## config.mk

```make
export PLATFORM = sky130hd
export DESIGN_NAME = hazard_ctrl
export DESIGN_NICKNAME = d
export VERILOG_FILES = /design/src/rtl/hazard_ctrl.sv
export SDC_FILE = /design/constraint.sdc
export NUM_CORES = 1
export LEC_CHECK = 0
export BUFFER_PORTS_ARGS = -buffer_cell sky130_fd_sc_hd__buf_2
export CAP_MARGIN = 10
export CORE_UTILIZATION = 46
export DETAILED_ROUTE_END_ITERATION = 10
export PLACE_DENSITY = 0.9
export SKIP_LAST_GASP = 1
export SYNTH_ARGS = -nofsm -noshare
export SYNTH_HDL_FRONTEND = slang
export SYNTH_SLANG_ARGS = --single-unit
```

## constraint.sdc

```tcl
create_clock -name clk -period 1.5 [get_ports clk]
set_input_delay 0.075 -clock clk [delete_from_list [all_inputs] [get_ports clk]]
set_output_delay 0.075 -clock clk [all_outputs]
set_load 0.02 [all_outputs]
```

## src/rtl/hazard_ctrl.sv

```systemverilog
// Pipeline hazard/flush control: load-use and JR stalls, taken-branch flush, IRQ entry FSM with EPC.
// Define HAZARD_PERF_CNT_EN to add the Stall_Cnt/Flush_Cnt/Irq_Cnt performance counters.
module hazard_ctrl #(
   parameter int CNT_WIDTH  = 32,
   parameter int KERNEL_BIT = 31
) (
   input  logic        clk,
   input  logic        reset,
   input  logic        ID_Valid,
   input  logic [31:0] ID_PC_plus4,
   input  logic [4:0]  ID_RegisterRs,
   input  logic [4:0]  ID_RegisterRt,
   input  logic        ID_UsesRt,
   input  logic        ID_isJump,
   input  logic        ID_isJR,
   input  logic        ID_isEret,
   input  logic        EX_MemRd,
   input  logic        EX_RegWr,
   input  logic [4:0]  EX_RegisterWr,
   input  logic        EX_isBranch,
   input  logic        EX_BranchTaken,
   input  logic        MEM_MemRd,
   input  logic [4:0]  MEM_RegisterWr,
   input  logic        IRQ,
   output logic        PC_Write,
   output logic        IF_ID_Write,
   output logic        IF_ID_Flush,
   output logic        ID_EX_Flush,
   output logic [1:0]  PC_Sel,
   output logic [31:0] EPC,
   output logic        Irq_Active
`ifdef HAZARD_PERF_CNT_EN
   ,
   output logic [CNT_WIDTH-1:0] Stall_Cnt,
   output logic [CNT_WIDTH-1:0] Flush_Cnt,
   output logic [CNT_WIDTH-1:0] Irq_Cnt
`endif
);

   typedef enum logic [1:0] {
      RUN      = 2'd0,
      IRQ_PEND = 2'd1,
      IRQ_TAKE = 2'd2
   } state_t;

   localparam logic [1:0] PC_SEQ    = 2'd0;
   localparam logic [1:0] PC_BRANCH = 2'd1;
   localparam logic [1:0] PC_JUMP   = 2'd2;
   localparam logic [1:0] PC_VECTOR = 2'd3;

   state_t state, state_nxt;

   logic ex_hit_rs, ex_hit_rt, mem_hit_rs;
   logic load_use, jr_hazard, branch_taken, stall;
   logic irq_ok, irq_slot, take_irq, eret_commit;

   // Register $0 never creates a dependency.
   assign ex_hit_rs  = (EX_RegisterWr  != 5'd0) && (EX_RegisterWr  == ID_RegisterRs);
   assign ex_hit_rt  = (EX_RegisterWr  != 5'd0) && (EX_RegisterWr  == ID_RegisterRt);
   assign mem_hit_rs = (MEM_RegisterWr != 5'd0) && (MEM_RegisterWr == ID_RegisterRs);

   assign load_use     = EX_MemRd && (ex_hit_rs || (ID_UsesRt && ex_hit_rt));
   assign jr_hazard    = ID_isJR && ((EX_RegWr && ex_hit_rs) || (MEM_MemRd && mem_hit_rs));
   assign branch_taken = EX_isBranch && EX_BranchTaken;
   assign stall        = load_use || jr_hazard;

   assign irq_ok   = IRQ && !Irq_Active && !ID_PC_plus4[KERNEL_BIT];
   // Only enter the handler on a clean, committed ID instruction so EPC is a safe restart point.
   assign irq_slot = ID_Valid && !stall && !ID_isJump && !ID_isJR && !EX_isBranch;

   always_comb begin
      // NOTE: every output of this block gets a default first so no path infers a latch.
      state_nxt   = state;
      PC_Write    = 1'b1;
      IF_ID_Write = 1'b1;
      IF_ID_Flush = 1'b0;
      ID_EX_Flush = 1'b0;
      PC_Sel      = PC_SEQ;
      take_irq    = 1'b0;
      eret_commit = 1'b0;

      if (!reset) begin
         PC_Write    = 1'b0;
         IF_ID_Write = 1'b0;
         IF_ID_Flush = 1'b1;
         ID_EX_Flush = 1'b1;
      end else if (branch_taken) begin
         PC_Sel      = PC_BRANCH;
         IF_ID_Flush = 1'b1;
         ID_EX_Flush = 1'b1;
      end else if (state == IRQ_TAKE) begin
         PC_Sel      = PC_VECTOR;
         IF_ID_Flush = 1'b1;
         ID_EX_Flush = 1'b1;
         take_irq    = 1'b1;
      end else if (stall) begin
         PC_Write    = 1'b0;
         IF_ID_Write = 1'b0;
         ID_EX_Flush = 1'b1;
      end else if (ID_isJump || ID_isJR) begin
         PC_Sel      = PC_JUMP;
         IF_ID_Flush = 1'b1;
      end else begin
         eret_commit = ID_isEret && ID_Valid;
      end

      case (state)
         RUN: begin
            if (irq_ok) state_nxt = IRQ_PEND;
         end
         IRQ_PEND: begin
            if (!IRQ)          state_nxt = RUN;
            else if (irq_slot) state_nxt = IRQ_TAKE;
         end
         default: state_nxt = RUN;
      endcase
   end

   always_ff @(posedge clk or negedge reset) begin
      if (!reset) begin
         state      <= RUN;
         EPC        <= '0;
         Irq_Active <= 1'b0;
      end else begin
         // NOTE: sequential state uses non-blocking assignment so all registers see pre-edge values.
         state <= state_nxt;
         if (take_irq) begin
            EPC        <= ID_PC_plus4 - 32'd4;
            Irq_Active <= 1'b1;
         end else if (eret_commit) begin
            Irq_Active <= 1'b0;
         end
      end
   end

`ifdef HAZARD_PERF_CNT_EN
   localparam logic [CNT_WIDTH-1:0] CNT_ONE = CNT_WIDTH'(1);

   always_ff @(posedge clk or negedge reset) begin
      if (!reset) begin
         Stall_Cnt <= '0;
         Flush_Cnt <= '0;
         Irq_Cnt   <= '0;
      end else begin
         if (!PC_Write)         Stall_Cnt <= Stall_Cnt + CNT_ONE;
         if (branch_taken)      Flush_Cnt <= Flush_Cnt + CNT_ONE;
         if (state == IRQ_TAKE) Irq_Cnt   <= Irq_Cnt + CNT_ONE;
      end
   end
`else
   logic unused_cnt_width;
   assign unused_cnt_width = ^CNT_WIDTH;
`endif

endmodule

```

* Word-level counts from Yosys, hierarchy flattened *
Index checks and enable logic that the tools add are counted.

word-level totals
  bits in registers = 35
  bits in latches = 0
  RAM bits = 0
  memory bits (read-only) = 0
  input bits = 65
  word-level logic and storage cells = 74
  memories kept = 0

cells by class
  $add $sub $neg = 1
  multiply operators = 0
  div/mod/pow operators = 0
  magnitude comparators = 0
  equality and inequality tests = 7
  shift-type cells = 0
  multiplexer cells = 32
  bitwise operators = 0
  reduce and logical (&&, ||, !) cells = 31

operators by type and width
  cell                     count
  $sub A32 B3 Y32 const B  1
  $mux W1                  23
  $logic_and A1 B1 Y1      16
  $mux W2                  8
  $eq A5 B5 Y1             3
  $reduce_bool A5 Y1       2
  $logic_not A1 Y1         6
  $logic_or A1 B1 Y1       4
  $pmux W2 S2              1
  $ne A3 B3 Y1 const B     1
  $eq A2 B1 Y1 const B     1
  $eq A2 B2 Y1 const B     1
  $logic_not A2 Y1         1
  $ne A2 B2 Y1 const B     1
  $reduce_and A2 Y1        1
  $reduce_bool A2 Y1       1

* Depth between registers and ports, before layout *
  depth in word-level cells = 14
  depth in mapped cells = 8
  mapped depth without buffers = 7

* Worst setup path after synthesis *
No wires, ideal clock.

  path type = input to register
  start point = in ID_PC_plus4[18]
  end point = reg EPC[30]
  arrival time = 2.027 ns
  required time = 1.368 ns
  path slack = -0.659 ns
  stages = 7
  buffers on the path = 2
  cells stage by stage = or4_4 > buf_6 > or4_4 > buf_6 > or4_4 > xor2_1 > o21ai_1

between the ends
  cells in the longest elaborated chain, start to end = 1

ends and longest elaborated chain
  what                  line  RTL
  start, declared       10    input logic [31:0] ID_PC_plus4,
  $sub A32 B3 Y32       128   EPC <= ID_PC_plus4 - 32'd4;
  end signal, assigned  128
  end, declared         30    output logic [31:0] EPC,

Every way passes these cells.
A chain may end at the register's enable or synchronous reset.

* Worst setup path in the final report *
  start point = in ID_PC_plus4[18]
  end point = reg EPC[24]

Same word-level chain as after synthesis.

==> summary.md <==
| Metric | Value |
|---|---|
| Simple logic cell fraction of the synthesized area | `25.8%` |
| Final wirelength | `7890 microns` |
| Delay-heaviest family, CP | `simple AND/OR/NAND/NOR gates` |
| Power Dens Cells | `658 nW/um^2` |
| WP buf/inv | `2` |
| CP endpoint kind | `flip-flop` |
| Period utilization | `124%` |
| Min Tclk post-route | `1860 ps` |
| Adder-cell share of the synthesized area | `0.586%` |
| Worst min path class | `in -> reg` |
| Fin. max-slew vios | `0` |
| Reg2reg end | `EPC[6]` |
| Mux cell area share after synthesis | `1.58%` |
| Async SR Flop Fraction | `100%` |
| Syn_area_per_cell | `8.90 sq um` |
| Cts bufs inserted | `5` |
| Max Cap Violations | `0` |
| Post-synthesis compound-gate area fraction | `11.1%` |
| Synthesis-to-layout area growth | `68.5%` |
| RSZ-0062 raised after global routing | `true` |
| Seq cells post-synth | `35` |
| Syn Inst Count | `240` |
| Initial antenna violation count | `0` |
| Post-Syn Nets | `306` |
| Post-route total power | `2.37 mW` |
| Worst-skew pair later-pin latency | `290 ps` |
| CP max stage cell | `or4_4` |
| Util after Layout | `81.5%` |
| Drt pass-1 iters | `4` |
| Worst R2R Setup Slack | `130 ps` |
| Largest family of logic cells by synthesized area | `simple AND/OR/NAND/NOR gates` |
| H-tree lvl count | `2` |
| Core Region | `4410 sq um` |
| Final Hold Fails | `0` |
| GRT Residual Overflow | `0` |
| Die span in x | `70.1 microns` |
| Antenna cells | `0` |
| Layout Skew | `7.31 ps` |
| Hold Path Stages | `2` |
| Die area | `4920 sq um` |
| DRC Markers | `0` |
| Synth top area share | `41.0%` |
| Synth Cell Area | `2140 sq um` |
| Final setup margin | `-361 ps` |
| 1st-iter DRT viols | `236` |
| R2r startpoint | `state[1]` |
| Post-synthesis xor/xnor area fraction | `16.4%` |
| Via count | `2487` |
| Layout filler cell count | `244` |
| Multi-input logic area | `1470 sq um` |
| Clk slew on worst S/H paths | `70 ps` |
| Count leader, synth | `nand2_1` |
| Dominant cells by area after synthesis | `dfrtp_1 41%, xor2_1 9.4%, xnor2_1 7.0%` |
| TritonCTS Sinks | `35` |
| Vias in the first global route | `2553` |
| Post-synthesis sequential area ratio | `41.0%` |
| Share of cells above drive strength 1 | `52.5%` |
| Leak Pwr | `1.79 nW` |
| Vias per Instance | `5.53` |
| Sequential standard cell area | `876 sq um` |
| DP Wirelength | `4930 microns` |
| Failing checks | `setup timing` |
| Worst path required time | `1670 ps` |
| # nets final | `463` |
| Overall fraction of global-route tracks in use | `28.9%` |
| Largest net degree at the start of global routing | `33` |
| Register-to-Register Path Depth | `5` |
| Slew at the pin closest to its max-slew limit | `414 ps` |
| Worst hold start | `ID_PC_plus4[1]` |
| Worst path max stage delay | `540 ps` |
| Peak Freq | `537 MHz` |
| Critical Path AT | `2030 ps` |
| Hold path endpoint | `EPC[1]` |
| Area leader, netlist | `dfrtp_1` |
| Distinct cells, synth | `38` |
| Number of synthesized flops with an enable pin | `0` |
| Final setup fails | `16` |
| Die height | `70.1 microns` |
| Longest Clk Path Bufs | `2` |
| Setup CP Type | `in -> reg` |
| Starting Density | `48.4%` |
| Syn. warnings | `0` |
| Drt wl/cell | `17.5 microns` |
| Crit Path Max Fanout | `5` |
| First-pass GRT wire length | `11100 microns` |
| Main synth FF type | `dfrtp_1` |
| Status | `finished, violations left` |
| Gpl congestion | `0.835` |
| Number of I/O port buffers | `103` |
| Peak VDD IR | `0.637 mV` |
| Cell breakdown of the critical path | `buf_6, or4_4, or4_4, buf_6, or3_4, xor2_2, o21ai_1` |
| Slew HR | `72.4%` |
| CTS root buffer | `clkbuf_8` |
| Commonest cells post-synth | `36 x nand2_1, 35 x dfrtp_1, 23 x xor2_1, 17 x o21ai_0, 17 x xnor2_1` |
| CTS tree | `done` |
| I/O pins | `104` |
| Site row count | `24` |
| Antenna violation net count after detailed routing | `0` |
| Crit path launch type | `primary input` |
[sequential cells by signal (all words and copies together) (netlist names)]
| signal | cells |
|---|---|
| EPC | 32 |
| Irq_Active | 1 |
| state | 2 |
[report_power, final]
group / leakage, nW / internal [mW] / switching [mW]
clock network: 0.0422 / 0.326 / 0.339
logic: 1.27 / 0.298 / 0.366
registers: 0.483 / 0.999 / 0.0378
[layout make-up]
| type | instances | share of cell area, % |
|---|---|---|
| Tap cell | 52 | 1.81 |
| Clock inverter | 1 | 0.139 |
| Sequential cell | 35 | 24.3 |
| Multi-Input combinational cell | 190 | 40.8 |
| Clock buffer | 7 | 2.12 |
| Timing Repair Buffer | 160 | 29.8 |
| Inverter | 5 | 1.01 |
[layout by cell type (no fill, tap or decap), types with 3 or more instances in the layout]
| cell | Yosys | routed |
|---|---|---|
| buf_4 | 1 | 50 |
| nand2_1 | 36 | 36 |
| nor4_4 | 0 | 5 |
| buf_6 | 2 | 16 |
| xor2_2 | 0 | 3 |
| nor4_2 | 0 | 3 |
| o21ai_0 | 17 | 16 |
| o21ai_1 | 15 | 15 |
| nand3_1 | 4 | 3 |
| or3_1 | 7 | 4 |
| xnor2_1 | 17 | 16 |
| xor2_1 | 23 | 20 |
| clkbuf_8 | 0 | 5 |
| nor3_4 | 0 | 3 |
| dfrtp_1 | 35 | 35 |
| or3_4 | 0 | 3 |
| buf_2 | 0 | 90 |
| nor2_1 | 14 | 13 |
| inv_1 | 5 | 3 |
| nor3_1 | 10 | 6 |
| or4_4 | 3 | 4 |
[metrics by stage]
step	setup TNS (ps)	area [sq um]	hold slack, ps	setup WS (ps)	cells
after floorplan	-4150	2230	-221	-659	240
after global placement	-6800	3090	-98.6	-589	428
after detailed placement	-8100	3090	-97.2	-646	428
after CTS	-1930	3390	10.4	-306	445
after global routing	-3890	3600	13.9	-376	450
final	-3020	3600	11.1	-361	450
[worst max-delay path by stage]
stage | startpoint | end | slack [ps] | cells past startpoint
after floorplan | ID_PC_plus4[18] | EPC[30] | -660 | 7
after global placement | ID_PC_plus4[2] | EPC[30] | -590 | 8
after detailed placement | ID_PC_plus4[2] | EPC[30] | -650 | 8
after CTS | ID_PC_plus4[18] | EPC[30] | -310 | 6
after global routing | ID_PC_plus4[18] | EPC[24] | -380 | 7
final | ID_PC_plus4[18] | EPC[24] | -360 | 7
[per-layer routing]
metal | track usage, % | wire [microns]
met5 | 0 | 0
met3 | 6.78 | 446
met1 | 30.1 | 2850
met2 | 53.4 | 4290
met4 | 15.1 | 298
[what timing repair did]
| item | in CTS | in global routing |
|---|---|---|
| buffers inserted | 8 | 6 |
| resized for setup | 32 | 35 |
| endpoints found under the setup margin | 17 | 19 |
| pin swaps | 17 | 19 |
| hold buffers | 1 | 0 |
| hold endpoints to repair | 35 | 0 |
[cells by family (layout without fill, tap and decap cells)]
group | Yosys count | count (layout)
buf+inv | 15 | 173
simple gates | 103 | 103
xor+xnor | 40 | 40
fa+ha+maj | 1 | 1
mux | 3 | 3
compound gates | 43 | 43
flops | 35 | 35
Note: power is estimated with default switching activity, not from simulation.
